--- src/rtl/frv_leak_pool_pkg.sv ---
`default_nettype none
// ============================================================================
//  Module   : frv_leak_pool_pkg
//  Purpose  : Shared definitions for the leakage-barrier random pool: FSM
//             state encoding, default LFSR constants and the LFSR step
//             function.
//  Revision : 1.0 - initial release
// ============================================================================
package frv_leak_pool_pkg;

    // Pool refill controller states.
    typedef enum logic [1:0] {
        ST_FILL  = 2'd0,
        ST_FULL  = 2'd1,
        ST_FLUSH = 2'd2
    } leak_state_t;

    localparam logic [31:0] LEAK_DEF_TAPS  = 32'h80200003;
    localparam logic [31:0] LEAK_DEF_RESET = 32'hABCDEF37;

    // Widest LFSR the step function supports; narrower LFSRs are passed in
    // zero-extended and the caller keeps the low bits of the result.
    localparam int LEAK_MAX_W = 64;

    // Fibonacci XNOR LFSR step: shift left, feed back the XNOR-reduction of
    // the tapped bits into bit 0. Zero-extended upper bits are never tapped,
    // so they do not disturb the feedback.
    function automatic logic [LEAK_MAX_W-1:0] lfsr_next(
        input logic [LEAK_MAX_W-1:0] state,
        input logic [LEAK_MAX_W-1:0] taps
    );
        logic fb;
        fb = ~^(state & taps);
        return {state[LEAK_MAX_W-2:0], fb};
    endfunction

endpackage
`default_nettype wire

--- src/rtl/frv_leak_pool_if.sv ---
`default_nettype none
// ============================================================================
//  Module   : frv_leak_pool_if
//  Purpose  : Bus bundle between the execute stage and the leakage pool.
//             slave  modport : the pool block
//             master modport : the execute-stage side
//  Signals  : leak_cfg_load/wdata, leak_lkgcfg      - lkgcfg register access
//             leak_seed_load/wdata                  - software reseed
//             leak_fence_valid/ready, leak_prng     - fence word handshake
//             leak_pool_level                       - valid pool entries
//             leak_stall_count (FRV_LEAK_POOL_STALL_CNT_EN only)
//  Revision : 1.0 - initial release
// ============================================================================
interface frv_leak_pool_if #(
    parameter int XLEN  = 32,
    parameter int CFG_W = 13,
    parameter int DEPTH = 4
);
    localparam int LVL_W = $clog2(DEPTH + 1);

    logic             leak_cfg_load;
    logic [XLEN-1:0]  leak_cfg_wdata;
    logic [CFG_W-1:0] leak_lkgcfg;
    logic             leak_seed_load;
    logic [XLEN-1:0]  leak_seed_wdata;
    logic             leak_fence_valid;
    logic             leak_fence_ready;
    logic [XLEN-1:0]  leak_prng;
    logic [LVL_W-1:0] leak_pool_level;
`ifdef FRV_LEAK_POOL_STALL_CNT_EN
    logic [15:0]      leak_stall_count;

    modport slave (
        input  leak_cfg_load, leak_cfg_wdata, leak_seed_load, leak_seed_wdata,
               leak_fence_valid,
        output leak_lkgcfg, leak_fence_ready, leak_prng, leak_pool_level,
               leak_stall_count
    );
    modport master (
        output leak_cfg_load, leak_cfg_wdata, leak_seed_load, leak_seed_wdata,
               leak_fence_valid,
        input  leak_lkgcfg, leak_fence_ready, leak_prng, leak_pool_level,
               leak_stall_count
    );
`else
    modport slave (
        input  leak_cfg_load, leak_cfg_wdata, leak_seed_load, leak_seed_wdata,
               leak_fence_valid,
        output leak_lkgcfg, leak_fence_ready, leak_prng, leak_pool_level
    );
    modport master (
        output leak_cfg_load, leak_cfg_wdata, leak_seed_load, leak_seed_wdata,
               leak_fence_valid,
        input  leak_lkgcfg, leak_fence_ready, leak_prng, leak_pool_level
    );
`endif
endinterface
`default_nettype wire

--- src/rtl/frv_leak_pool_fifo.sv ---
`default_nettype none
// ============================================================================
//  Module   : frv_leak_pool_fifo
//  Purpose  : DEPTH x XLEN word store for the random pool. Pointers wrap
//             modulo DEPTH (power of two); flush empties it in one cycle.
//  Ports    : g_clk, g_resetn (sync, active-low)
//             flush              - discard contents (wins over push/pop)
//             push, push_data    - append a word
//             pop, pop_data      - oldest word (combinational), consumed on pop
//             level              - number of valid entries
//  Revision : 1.0 - initial release
// ============================================================================
module frv_leak_pool_fifo #(
    parameter int XLEN  = 32,
    parameter int DEPTH = 4
) (
    input  wire logic                       g_clk,
    input  wire logic                       g_resetn,
    input  wire logic                       flush,
    input  wire logic                       push,
    input  wire logic [XLEN-1:0]            push_data,
    input  wire logic                       pop,
    output logic      [XLEN-1:0]            pop_data,
    output logic      [$clog2(DEPTH+1)-1:0] level
);
    localparam int PTR_W = $clog2(DEPTH);
    localparam int LVL_W = $clog2(DEPTH + 1);

    logic [XLEN-1:0]  r_mem [DEPTH];
    logic [PTR_W-1:0] r_wr_ptr;
    logic [PTR_W-1:0] r_rd_ptr;
    logic [LVL_W-1:0] r_level;

    always_ff @(posedge g_clk) begin
        if (!g_resetn || flush) begin
            r_wr_ptr <= '0;
            r_rd_ptr <= '0;
            r_level  <= '0;
        end else begin
            if (push) r_wr_ptr <= r_wr_ptr + PTR_W'(1);
            if (pop)  r_rd_ptr <= r_rd_ptr + PTR_W'(1);
            if (push && !pop)      r_level <= r_level + LVL_W'(1);
            else if (pop && !push) r_level <= r_level - LVL_W'(1);
        end
    end

    // Storage needs no reset: entries are only visible through the level.
    always_ff @(posedge g_clk) begin
        if (push && !flush) r_mem[r_wr_ptr] <= push_data;
    end

    assign pop_data = r_mem[r_rd_ptr];
    assign level    = r_level;

endmodule
`default_nettype wire

--- src/rtl/frv_leak_pool.sv ---
`default_nettype none
// ============================================================================
//  Module   : frv_leak_pool
//  Purpose  : lkgcfg register plus an XNOR Fibonacci LFSR that pre-fills a
//             DEPTH-entry pool of random words; leakage fences pop a word via
//             valid/ready. Software reseed XORs into the LFSR, flushes the
//             pool and guards against the all-ones lock-up state.
//  Ports    : g_clk, g_resetn (sync, active-low)
//             bus (frv_leak_pool_if.slave) - config, reseed, fence handshake
//  Options  : FRV_LEAK_POOL_STALL_CNT_EN - adds leak_stall_count, a saturating
//             count of cycles a fence waited on an empty/flushing pool.
//  Revision : 1.0 - initial release
// ============================================================================
module frv_leak_pool
    import frv_leak_pool_pkg::*;
#(
    parameter int               XLEN                 = 32,
    parameter int               CFG_W                = 13,
    parameter int               DEPTH                = 4,
    parameter logic [XLEN-1:0]  LFSR_TAPS            = XLEN'(LEAK_DEF_TAPS),
    parameter logic [XLEN-1:0]  PRNG_RESET_VALUE     = XLEN'(LEAK_DEF_RESET),
    parameter logic [CFG_W-1:0] CFG_RESET_VALUE      = '0,
    parameter bit               XC_CLASS_LEAK        = 1'b1,
    parameter bit               XC_CLASS_LEAK_STRONG = 1'b1
) (
    input  wire logic     g_clk,
    input  wire logic     g_resetn,
    frv_leak_pool_if.slave bus
);
    localparam int LVL_W = $clog2(DEPTH + 1);

    logic [CFG_W-1:0] w_cfg;
    logic             w_ready;
    logic [XLEN-1:0]  w_prng;
    logic [LVL_W-1:0] w_level;

    if (XC_CLASS_LEAK) begin : g_leak
        logic [CFG_W-1:0] r_cfg;

        always_ff @(posedge g_clk) begin
            if (!g_resetn)              r_cfg <= CFG_RESET_VALUE;
            else if (bus.leak_cfg_load) r_cfg <= bus.leak_cfg_wdata[CFG_W-1:0];
        end
        assign w_cfg = r_cfg;

        if (CFG_W < XLEN) begin : g_cfg_pad
            logic w_unused_cfg_hi;
            assign w_unused_cfg_hi = ^bus.leak_cfg_wdata[XLEN-1:CFG_W];
        end

        if (XC_CLASS_LEAK_STRONG) begin : g_strong
            leak_state_t      r_state;
            logic [XLEN-1:0]  r_lfsr;
            logic [XLEN-1:0]  r_prng;
            logic [XLEN-1:0]  w_lfsr_next;
            logic [XLEN-1:0]  w_seeded;
            logic [XLEN-1:0]  w_pop_data;
            logic [LVL_W-1:0] w_fifo_level;
            logic             w_ready_s;
            logic             w_push;
            logic             w_pop;

            assign w_lfsr_next = XLEN'(lfsr_next(LEAK_MAX_W'(r_lfsr),
                                                 LEAK_MAX_W'(LFSR_TAPS)));
            assign w_seeded    = r_lfsr ^ bus.leak_seed_wdata;

            // A reseed blocks the fence in the same cycle so the popped word
            // can never predate the new seed.
            assign w_ready_s = (w_fifo_level != '0) && (r_state != ST_FLUSH)
                             && !bus.leak_seed_load;
            assign w_pop     = bus.leak_fence_valid && w_ready_s;
            assign w_push    = (r_state == ST_FILL) && !bus.leak_seed_load
                             && (w_fifo_level != LVL_W'(DEPTH));

            frv_leak_pool_fifo #(
                .XLEN  (XLEN),
                .DEPTH (DEPTH)
            ) u_fifo (
                .g_clk     (g_clk),
                .g_resetn  (g_resetn),
                .flush     (bus.leak_seed_load),
                .push      (w_push),
                .push_data (r_lfsr),
                .pop       (w_pop),
                .pop_data  (w_pop_data),
                .level     (w_fifo_level)
            );

            always_ff @(posedge g_clk) begin
                if (!g_resetn) begin
                    r_state <= ST_FILL;
                    r_lfsr  <= PRNG_RESET_VALUE;
                    r_prng  <= '0;
                end else if (bus.leak_seed_load) begin
                    // All-ones is the XNOR LFSR's stuck state.
                    r_lfsr  <= (&w_seeded) ? PRNG_RESET_VALUE : w_seeded;
                    r_state <= ST_FLUSH;
                end else begin
                    if (w_push) r_lfsr <= w_lfsr_next;
                    if (w_pop)  r_prng <= w_pop_data;
                    case (r_state)
                        ST_FILL: begin
                            if (w_push && !w_pop
                                && (w_fifo_level == LVL_W'(DEPTH - 1)))
                                r_state <= ST_FULL;
                        end
                        ST_FULL: begin
                            if (w_pop) r_state <= ST_FILL;
                        end
                        default: r_state <= ST_FILL;
                    endcase
                end
            end

            assign w_ready = w_ready_s;
            assign w_prng  = r_prng;
            assign w_level = w_fifo_level;
        end else begin : g_weak
            logic w_unused_weak;
            assign w_unused_weak = ^{bus.leak_seed_wdata, bus.leak_seed_load,
                                     bus.leak_fence_valid};
            assign w_ready = 1'b1;
            assign w_prng  = '0;
            assign w_level = '0;
        end
    end else begin : g_none
        logic w_unused_none;
        assign w_unused_none = ^{bus.leak_cfg_wdata, bus.leak_cfg_load,
                                 bus.leak_seed_wdata, bus.leak_seed_load,
                                 bus.leak_fence_valid};
        assign w_cfg   = '0;
        assign w_ready = 1'b1;
        assign w_prng  = '0;
        assign w_level = '0;
    end

`ifdef FRV_LEAK_POOL_STALL_CNT_EN
    logic [15:0] r_stall_count;

    always_ff @(posedge g_clk) begin
        if (!g_resetn || bus.leak_seed_load)
            r_stall_count <= '0;
        else if (bus.leak_fence_valid && !w_ready && (r_stall_count != 16'hFFFF))
            r_stall_count <= r_stall_count + 16'd1;
    end
    assign bus.leak_stall_count = r_stall_count;
`endif

    assign bus.leak_lkgcfg      = w_cfg;
    assign bus.leak_fence_ready = w_ready;
    assign bus.leak_prng        = w_prng;
    assign bus.leak_pool_level  = w_level;

endmodule
`default_nettype wire

--- src/flat_wrapper.sv ---
// flat-port wrapper written by rule: the top's interface ports become plain ports
module frv_leak_pool_flat import frv_leak_pool_pkg::*;
#(
    parameter int               XLEN                 = 32,
    parameter int               CFG_W                = 13,
    parameter int               DEPTH                = 4,
    parameter logic [XLEN-1:0]  LFSR_TAPS            = XLEN'(LEAK_DEF_TAPS),
    parameter logic [XLEN-1:0]  PRNG_RESET_VALUE     = XLEN'(LEAK_DEF_RESET),
    parameter logic [CFG_W-1:0] CFG_RESET_VALUE      = '0,
    parameter bit               XC_CLASS_LEAK        = 1'b1,
    parameter bit               XC_CLASS_LEAK_STRONG = 1'b1
)
  (g_clk, g_resetn, bus_leak_cfg_load, bus_leak_cfg_wdata, bus_leak_seed_load, bus_leak_seed_wdata, bus_leak_fence_valid, bus_leak_lkgcfg, bus_leak_fence_ready, bus_leak_prng, bus_leak_pool_level);
  frv_leak_pool_if #(.XLEN(XLEN), .CFG_W(CFG_W), .DEPTH(DEPTH)) bus_i ();
  input  wire logic g_clk;
  input  wire logic g_resetn;
  input wire logic [$bits(bus_i.leak_cfg_load)-1:0] bus_leak_cfg_load;
  input wire logic [$bits(bus_i.leak_cfg_wdata)-1:0] bus_leak_cfg_wdata;
  input wire logic [$bits(bus_i.leak_seed_load)-1:0] bus_leak_seed_load;
  input wire logic [$bits(bus_i.leak_seed_wdata)-1:0] bus_leak_seed_wdata;
  input wire logic [$bits(bus_i.leak_fence_valid)-1:0] bus_leak_fence_valid;
  output wire logic [$bits(bus_i.leak_lkgcfg)-1:0] bus_leak_lkgcfg;
  output wire logic [$bits(bus_i.leak_fence_ready)-1:0] bus_leak_fence_ready;
  output wire logic [$bits(bus_i.leak_prng)-1:0] bus_leak_prng;
  output wire logic [$bits(bus_i.leak_pool_level)-1:0] bus_leak_pool_level;
  assign bus_i.leak_cfg_load = bus_leak_cfg_load;
  assign bus_i.leak_cfg_wdata = bus_leak_cfg_wdata;
  assign bus_i.leak_seed_load = bus_leak_seed_load;
  assign bus_i.leak_seed_wdata = bus_leak_seed_wdata;
  assign bus_i.leak_fence_valid = bus_leak_fence_valid;
  assign bus_leak_lkgcfg = bus_i.leak_lkgcfg;
  assign bus_leak_fence_ready = bus_i.leak_fence_ready;
  assign bus_leak_prng = bus_i.leak_prng;
  assign bus_leak_pool_level = bus_i.leak_pool_level;
  frv_leak_pool #(.XLEN(XLEN), .CFG_W(CFG_W), .DEPTH(DEPTH), .LFSR_TAPS(LFSR_TAPS), .PRNG_RESET_VALUE(PRNG_RESET_VALUE), .CFG_RESET_VALUE(CFG_RESET_VALUE), .XC_CLASS_LEAK(XC_CLASS_LEAK), .XC_CLASS_LEAK_STRONG(XC_CLASS_LEAK_STRONG)) u_core (.g_clk(g_clk), .g_resetn(g_resetn), .bus(bus_i));
endmodule
--- config.mk ---
export PLATFORM = sky130hd
export DESIGN_NAME = frv_leak_pool_flat
export DESIGN_NICKNAME = d
export VERILOG_FILES = /design/src/rtl/frv_leak_pool_pkg.sv /design/src/rtl/frv_leak_pool_if.sv /design/src/rtl/frv_leak_pool_fifo.sv /design/src/rtl/frv_leak_pool.sv /design/src/flat_wrapper.sv
export SDC_FILE = /design/constraint.sdc
export NUM_CORES = 1
export LEC_CHECK = 0
export ABC_CLOCK_PERIOD_IN_PS = 4460
export BUFFER_PORTS_ARGS = -buffer_cell sky130_fd_sc_hd__buf_2
export CAP_MARGIN = 20
export CELL_PAD_IN_SITES_DETAIL_PLACEMENT = 1
export CELL_PAD_IN_SITES_GLOBAL_PLACEMENT = 1
export CORE_ASPECT_RATIO = 1.4
export CORE_MARGIN = 2
export CORE_UTILIZATION = 50
export DETAILED_ROUTE_END_ITERATION = 8
export PLACE_DENSITY = 0.91
export SYNTH_ARGS = -nofsm -noshare
export SYNTH_HDL_FRONTEND = slang
export SYNTH_SLANG_ARGS = --single-unit
--- constraint.sdc ---
create_clock -name g_clk -period 4.46 [get_ports g_clk]
set_input_delay 1.115 -clock g_clk [delete_from_list [all_inputs] [get_ports g_clk]]
set_output_delay 1.115 -clock g_clk [all_outputs]
set_load 0.05 [all_outputs]
# [Word-level counts from Yosys, hierarchy flattened]
# Memories as Yosys holds them, arrays and structs flattened. A register that Yosys moved wholly into a read port is not among the register bits.
# Index checks and enable logic that the tools add are counted.
[word_totals] input_bits=69 mem_count=1 word_cells=59 out_inout_bits=49 mem_bits_rw=128 regBits=54
[classes] reduce_logical=25 eq_ne=8 add_sub_neg=4 n_mux=11 bitwise_logic=3
[memory_table] name="u_core.g_leak.g_strong.u_fifo.r_mem" words=4 word_bits=32 read_ports=1 rd_ports_with_merged_regs=1 wr=1 line="frv_leak_pool_fifo.sv:29" rtl="logic [XLEN-1:0] r_mem [DEPTH];"
[op_table] operator="$mux W32" n=3
[op_table] operator="$reduce_xnor A64 Y1" n=1
[op_table] operator="$reduce_and A32 Y1" n=1
[op_table] operator="$xor A32 B32 Y32" n=1
[op_table] operator="$logic_and A1 B1 Y1" n=9
[op_table] operator="$ne A3 B3 Y1 const B" n=3
[op_table] operator="$mux W2" n=3
[op_table] operator="$mux W3" n=2
[op_table] operator="$ne A2 B2 Y1 const B" n=3
[op_table] operator="$reduce_and A2 Y1" n=3
[op_table] operator="$logic_not A1 Y1" n=5
[op_table] operator="$add A2 B1 Y2 const B" n=2
[op_table] operator="$pmux W2 S2" n=1
[op_table] operator="$reduce_bool A2 Y1" n=2
[op_table] operator="$add A3 B1 Y3 const B" n=1
[op_table] operator="$eq A3 B2 Y1 const B" n=1
[op_table] operator="$reduce_bool A3 Y1" n=1
[op_table] operator="$sub A3 B1 Y3 const B" n=1
[op_table] operator="$eq A2 B1 Y1 const B" n=1
[op_table] operator="$logic_not A2 Y1" n=1
[op_table] operator="$mux W1" n=2
[op_table] operator="$not A1 Y1" n=2
[op_table] operator="$reduce_or A2 Y1" n=1
[op_table] operator="$logic_or A1 B1 Y1" n=1

# [Logic depth before layout (Yosys ltp)]
[depth] word_depth=10 mapped_depth=12 ltp_nobuf=10

# [Modules after synthesis]
# Synthesis repeated with hierarchy kept, for this count alone.
[hier_totals] hier_cells=652 area_unflattened_um2=8769.7
[modules_own_cells] module="frv_leak_pool_fifo" seq_area_each_um2=4023.9 area_per_inst_um2=5087.4 cells_each=211 n_inst=1
[modules_own_cells] module="frv_leak_pool" seq_area_each_um2=1581.5 area_per_inst_um2=3682.3 cells_each=441 n_inst=1

# [Worst setup path after synthesis]
# OpenSTA, ideal clock, no wires.
[synth_timing] kind="input port to output port" from="input bus_leak_seed_load" to="output bus_leak_fence_ready" n_path_buf=3 arrival_ns=2.812 path_stages=4 setup_slack_ns=0.533 t_required_ns=3.345 cell_sequence="clkbuf_1 clkbuf_1 clkbuf_1 nor3_1"
[synth_via] elab_chain_len=2
[synth_rtl] element="start: declaration" line="flat_wrapper.sv:19" rtl="input wire logic [$bits(bus_i.leak_seed_load)-1:0] bus_leak_seed_load;"
[synth_rtl] element="$logic_not A1 Y1" line="frv_leak_pool.sv:70" rtl="&& !bus.leak_seed_load;"
[synth_rtl] element="$logic_and A1 B1 Y1" line="frv_leak_pool.sv:70"
[synth_rtl] element="end: declaration" line="flat_wrapper.sv:23" rtl="output wire logic [$bits(bus_i.leak_fence_ready)-1:0] bus_leak_fence_ready;"
# Every way passes these cells.

# [Worst setup path after layout]
[layout_timing] from="register u_core.g_leak.g_strong.u_fifo.r_level[0], in the netlist u_core.g_leak.g_strong.u_fifo.level[0]" to="register u_core.g_leak.g_strong.u_fifo.r_level[2], in the netlist u_core.g_leak.g_strong.u_fifo.level[2]"
[layout_via] word_cells_on_any_way=15 classes_between="add/sub (2); eq/ne (1); mux (2); reduce/logical (10)"
[layout_lines] element="start: declaration" line="frv_leak_pool_fifo.sv:32" rtl="logic [LVL_W-1:0] r_level;"
[layout_lines] element="start signal: assignment" line="frv_leak_pool_fifo.sv:42" rtl="if (push && !pop) r_level <= r_level + LVL_W'(1);"
[layout_lines] element="start signal: assignment" line="frv_leak_pool_fifo.sv:43" rtl="else if (pop && !push) r_level <= r_level - LVL_W'(1);"
[layout_lines] element="$ne A3 B3 Y1 (*)" line="frv_leak_pool.sv:73" rtl="&& (w_fifo_level != LVL_W'(DEPTH));"
[layout_lines] element="$logic_and A1 B1 Y1 (*)" line="frv_leak_pool.sv:73"
[layout_lines] element="via u_core.g_leak.g_strong.u_fifo.push" line="frv_leak_pool_fifo.sv:20" rtl="input wire logic push,"
[layout_lines] element="$logic_not A1 Y1" line="frv_leak_pool_fifo.sv:43"
[layout_lines] element="$logic_and A1 B1 Y1" line="frv_leak_pool_fifo.sv:43"
[layout_lines] element="$reduce_bool A2 Y1 (no source line)"
# Mark *: on every way through the listed nets, which the timed path passes. The rest lies on a longest branch. The select of a mux whose other input is x is not followed.
# A chain may end at the register's enable or synchronous reset.

==> impl_summary.md <==
Worst setup path
The required time of the critical path is ~5000 ps. Tracing the worst setup path back leads to its startpoint at u_core.g_leak.g_strong.u_fifo.level[0]$_SDFFE_PP0P_. Traced cell by cell, the critical path runs through nor2_1, a211o_1, or2_1, inv_2, ha_1, inv_1, fa_1, xor2_1, or3_1, a21oi_1. The end of the worst register-to-register path is u_core.g_leak.g_strong.u_fifo.level[2]$_SDFFE_PP0P_. The critical path in this run is classified as reg2reg. The launching point of the worst reg2reg path is u_core.g_leak.g_strong.u_fifo.level[0]$_SDFFE_PP0P_. The endpoint class of the critical path is a flip-flop. The worst setup path is launched from a flip-flop. The cell class contributing the biggest share of worst-path delay is simple AND/OR/NAND/NOR gates. Measured in cells, the most critical reg-to-reg path has a length of 10. The cell with the largest stage delay on the worst path is sky130_fd_sc_hd__or2_1. The combined buffer and inverter count along the critical path is 2. Along the worst path, the maximum fanout reaches 26. The worst setup path endpoint is u_core.g_leak.g_strong.u_fifo.level[2]$_SDFFE_PP0P_. The worst reg-to-reg setup slack is between 1000 and 1500 ps. The data arrival time of the critical path is 3750 ps. The delay contributed by the slowest stage of the critical path is 630 ps. The cell count along the critical path is 10.

Pwr
The power per standard cell area is 449 nW/µm². The design draws 0.00453 W. The leakage power is 3.52 nW. IR analysis of the VDD net gives a maximum drop of roughly 310 µV.

Final layout
Cells fill 58.6% of the core in the end. The finished cells cover about 10000 µm². The number of non-filler instances in the completed layout is 991. The post-layout net count is 815.

The share of layout cells above drive strength 1 is 24.1%. The number of antenna cells inserted is 0. Relative to the synthesized area, the layout overhead comes to 15.9%.

Placement
In this run the tool buffered the top-level ports with 98 buffer cells. After detailed placement, the design holds a cell count of between 900 and 1000. After legalization and detailed placement, the total HPWL measured 13.9 mm. The placed instances occupy a cell area of 9380 µm². The final RePlAce weighted congestion is 0.760.

Synth
The number of nets produced by synthesis is 725. The number of distinct standard cells referenced by the synthesized netlist is 39. Synthesis inferred between 200 and 250 register bits. The mapped netlist covers 8690 µm². The flip-flop cell with the highest count after synthesis is sky130_fd_sc_hd__edfxtp_1. The post-synthesis average cell area is 13.4 µm². The number of enable-type register cells in the synthesized netlist is 128. The async set-or-reset flop fraction in the synthesized netlist is 0%. The post-synthesis sequential area ratio is roughly 64%. For this run, the number of Yosys warnings is 0. Synthesis produced a netlist whose cell count is 650.

Route
The detailed router's first-iteration violation count is 386. The count of unresolved DRC violations after routing is 0. In the routed layout, each cell is associated on average with a via count of 5.77. The total vias in the final route is 5719. The count of nets left with antenna violations after detail routing is 0. The total length of routed wires is approximately 23 mm.

The detailed-router iteration count before antenna repair is 4. The routed length per instance is 22.9 µm.

STA
The worst slew margin relative to its limit is 25.1%. The post-layout minimum cycle time is 3350 ps. Setup repair after global routing left no endpoint under its margin.

The achievable clock frequency is 0.299 GHz. Across the routed clock network, the largest skew measured is 19.5 ps. The transition time of the tightest slew-check pin is 1120 ps. Setup violations remaining at the end of the flow were counted as 0. After routing, the total negative slack on setup checks comes to 0 ps. Of the available clock period, the critical path in the final layout requires around 75%. The total count of max-transition violations in the final report is 0. The total count of hold-check failures in the final report is 0.

Clock tree
Buffers inserted to repair hold after CTS numbered 0. The number of buffers inserted by post-CTS setup repair is 0. CTS built an H-tree with a depth of 1. The clock transition at the registers of the reported paths is 60 ps.

For this design, the sink count on the clock tree is about 210. The number of buffers added by the clock tree synthesis step is 21. The clock tree from TritonCTS is done.

The largest buffer count on any clock path is 3. After clock tree synthesis, the repair step resized 0 gates. The tree is rooted in a sky130_fd_sc_hd__clkbuf_16. The clock latency on the worst-skew pair is roughly 500 ps.

Die
From bottom edge to top edge, the die measures 160 µm. From left edge to right edge, the die measures 115 µm. For this design the top-level I/O count stands at about 120. The core footprint is 17200 µm². The initial utilization of the core area, before any placement, comes to 50.6%.

In this run the core area contains between 50 and 60 standard-cell rows. The die area is 18500 µm².

Global route
The overall routing resource usage is 25.0%. The number of global-route vias before repair was 6287. The number of antenna violations at the first check in global routing is 0. The first global-routing pass estimated 35.4 mm of wire. The total overflow left after global routing is 0. The pin count of the biggest net entering global routing is 68.

Min path
The path class of the lowest-slack min-delay path is reg2reg.

Outcome
The flow ran to the end, and the final reports show no timing, DRC or antenna violations.

Job
The tool flagged a number of max-cap violations equal to 0.
-- worst min path at each step --
stage                                                   start                                              to  slack (ps)  cells past startpoint
6_report                 u_core.bus.leak_prng[2]$_SDFFE_PN0P_            u_core.bus.leak_prng[2]$_SDFFE_PN0P_         470                      2
2_1_floorplan  u_core.g_leak.g_strong.r_state[1]$_SDFFE_PN0P_  u_core.g_leak.g_strong.r_state[0]$_SDFFE_PP0P_         420                      1
5_1_grt        u_core.g_leak.g_strong.r_state[1]$_SDFFE_PN0P_  u_core.g_leak.g_strong.r_state[0]$_SDFFE_PP0P_         490                      1
3_5_place_dp            u_core.bus.leak_prng[12]$_SDFFE_PN0P_           u_core.bus.leak_prng[12]$_SDFFE_PN0P_         450                      2
3_3_place_gp   u_core.g_leak.g_strong.r_state[1]$_SDFFE_PN0P_  u_core.g_leak.g_strong.r_state[0]$_SDFFE_PP0P_         440                      1
4_1_cts                  u_core.bus.leak_prng[2]$_SDFFE_PN0P_            u_core.bus.leak_prng[2]$_SDFFE_PN0P_         470                      2
-- synth_stat cells, types with 7 or more instances --
| cell | count | area (µm²) |
|---|---|---|
| sky130_fd_sc_hd__a21boi_0 | 32 | 240 |
| sky130_fd_sc_hd__a21oi_1 | 26 | 130 |
| sky130_fd_sc_hd__buf_2 | 8 | 40.0 |
| sky130_fd_sc_hd__clkbuf_1 | 28 | 105 |
| sky130_fd_sc_hd__dfxtp_1 | 86 | 1720 |
| sky130_fd_sc_hd__edfxtp_1 | 128 | 3840 |
| sky130_fd_sc_hd__mux2i_1 | 15 | 150 |
| sky130_fd_sc_hd__mux4_2 | 32 | 721 |
| sky130_fd_sc_hd__nand2_1 | 75 | 282 |
| sky130_fd_sc_hd__nand2b_1 | 27 | 169 |
| sky130_fd_sc_hd__nand3_1 | 26 | 130 |
| sky130_fd_sc_hd__nor2_1 | 10 | 37.5 |
| sky130_fd_sc_hd__nor2b_1 | 14 | 87.6 |
| sky130_fd_sc_hd__nor3_1 | 10 | 50.1 |
| sky130_fd_sc_hd__nor4_1 | 7 | 43.8 |
| sky130_fd_sc_hd__o21ai_0 | 46 | 230 |
| sky130_fd_sc_hd__xnor2_1 | 31 | 272 |
| sky130_fd_sc_hd__xor2_1 | 9 | 78.8 |
-- layer usage --
layer / part of all wire [%] / up-vias / GRT usage [%]
li1: - / 2549 / -
met1: 38 / 2905 / 30.7
met4: 3.2 / 0 / 10.4
met5: 0 / - / 0
met2: 54 / 206 / 44.0
met3: 4.6 / 59 / 3.15
-- tightest hold or removal path, cell delays in order, from the launching register on --
cell and delay, ps:
sky130_fd_sc_hd__dfxtp_1 310, sky130_fd_sc_hd__nand2_1 50, sky130_fd_sc_hd__a21boi_0 60
-- cell usage in the layout (no fill, tap or decap), drive strengths merged, types with 2 or more instances in the layout --
cell type | Yosys | routed
xnor2 | 31 | 31
edfxtp | 128 | 128
clkinv | 0 | 9
dfxtp | 86 | 86
mux4 | 32 | 32
mux2 | 6 | 6
xor2 | 9 | 9
ha | 5 | 5
nand2 | 75 | 75
nor3 | 10 | 10
clkbuf | 29 | 24
bufinv | 0 | 3
mux2i | 15 | 15
a211oi | 2 | 2
nor4 | 8 | 8
nand3 | 26 | 26
a21boi | 32 | 32
nor2b | 14 | 14
nand2b | 27 | 27
a21oi | 26 | 26
and2 | 6 | 6
o21ai | 47 | 47
buf | 10 | 106
nor2 | 10 | 10
inv | 5 | 6
-- state kept, by name (all words and copies together) (netlist names) --
| name | count |
|---|---|
| u_core.g_leak.g_strong.u_fifo.r_mem | 128 |
| u_core.g_leak.g_strong.r_lfsr | 32 |
| u_core.g_leak.g_strong.u_fifo.level | 3 |
| u_core.bus.leak_lkgcfg | 13 |
| u_core.g_leak.g_strong.u_fifo.r_rd_ptr | 2 |
| u_core.g_leak.g_strong.r_state | 2 |
| u_core.g_leak.g_strong.u_fifo.r_wr_ptr | 2 |
| u_core.bus.leak_prng | 32 |
-- power breakdown --
part / total, W / switching, W / internal [W]
Clock: 0.00182 / 0.000760 / 0.00106
Combinational: 0.000417 / 0.000263 / 0.000155
Sequential: 0.00229 / 0.0000957 / 0.00220
-- logic make-up (layout without fill, tap and decap cells) --
group,count (synthesis),after routing,synth area share [%]
DFF,214,214,64.0
AOI/OAI and AO/OA,112,112,7.83
adders and majority gates,6,6,0.950
xor gates and xnor gates,40,40,4.03
muxes,53,53,10.8
and+or+nand+nor,181,181,10.3
buffers and inverters,44,149,2.03
-- layout make-up --
class	count	area, µm²
inverters	5	18.8
fillers	1674	7110
well taps	236	295
multi-input cells	392	2950
clock inverters	14	149
clock buffers	24	547
flip-flops and latches	214	5570
repair buffers	106	551
-- metrics by stage --
stage                     setup WS (ps)  hold WS [ps]
after floorplan                     533           418
after global placement             1120           436
after detailed placement            960           455
after CTS                          1110           472
after global routing                934           489
final                              1110           467
Power figures use the tool's default switching activity.
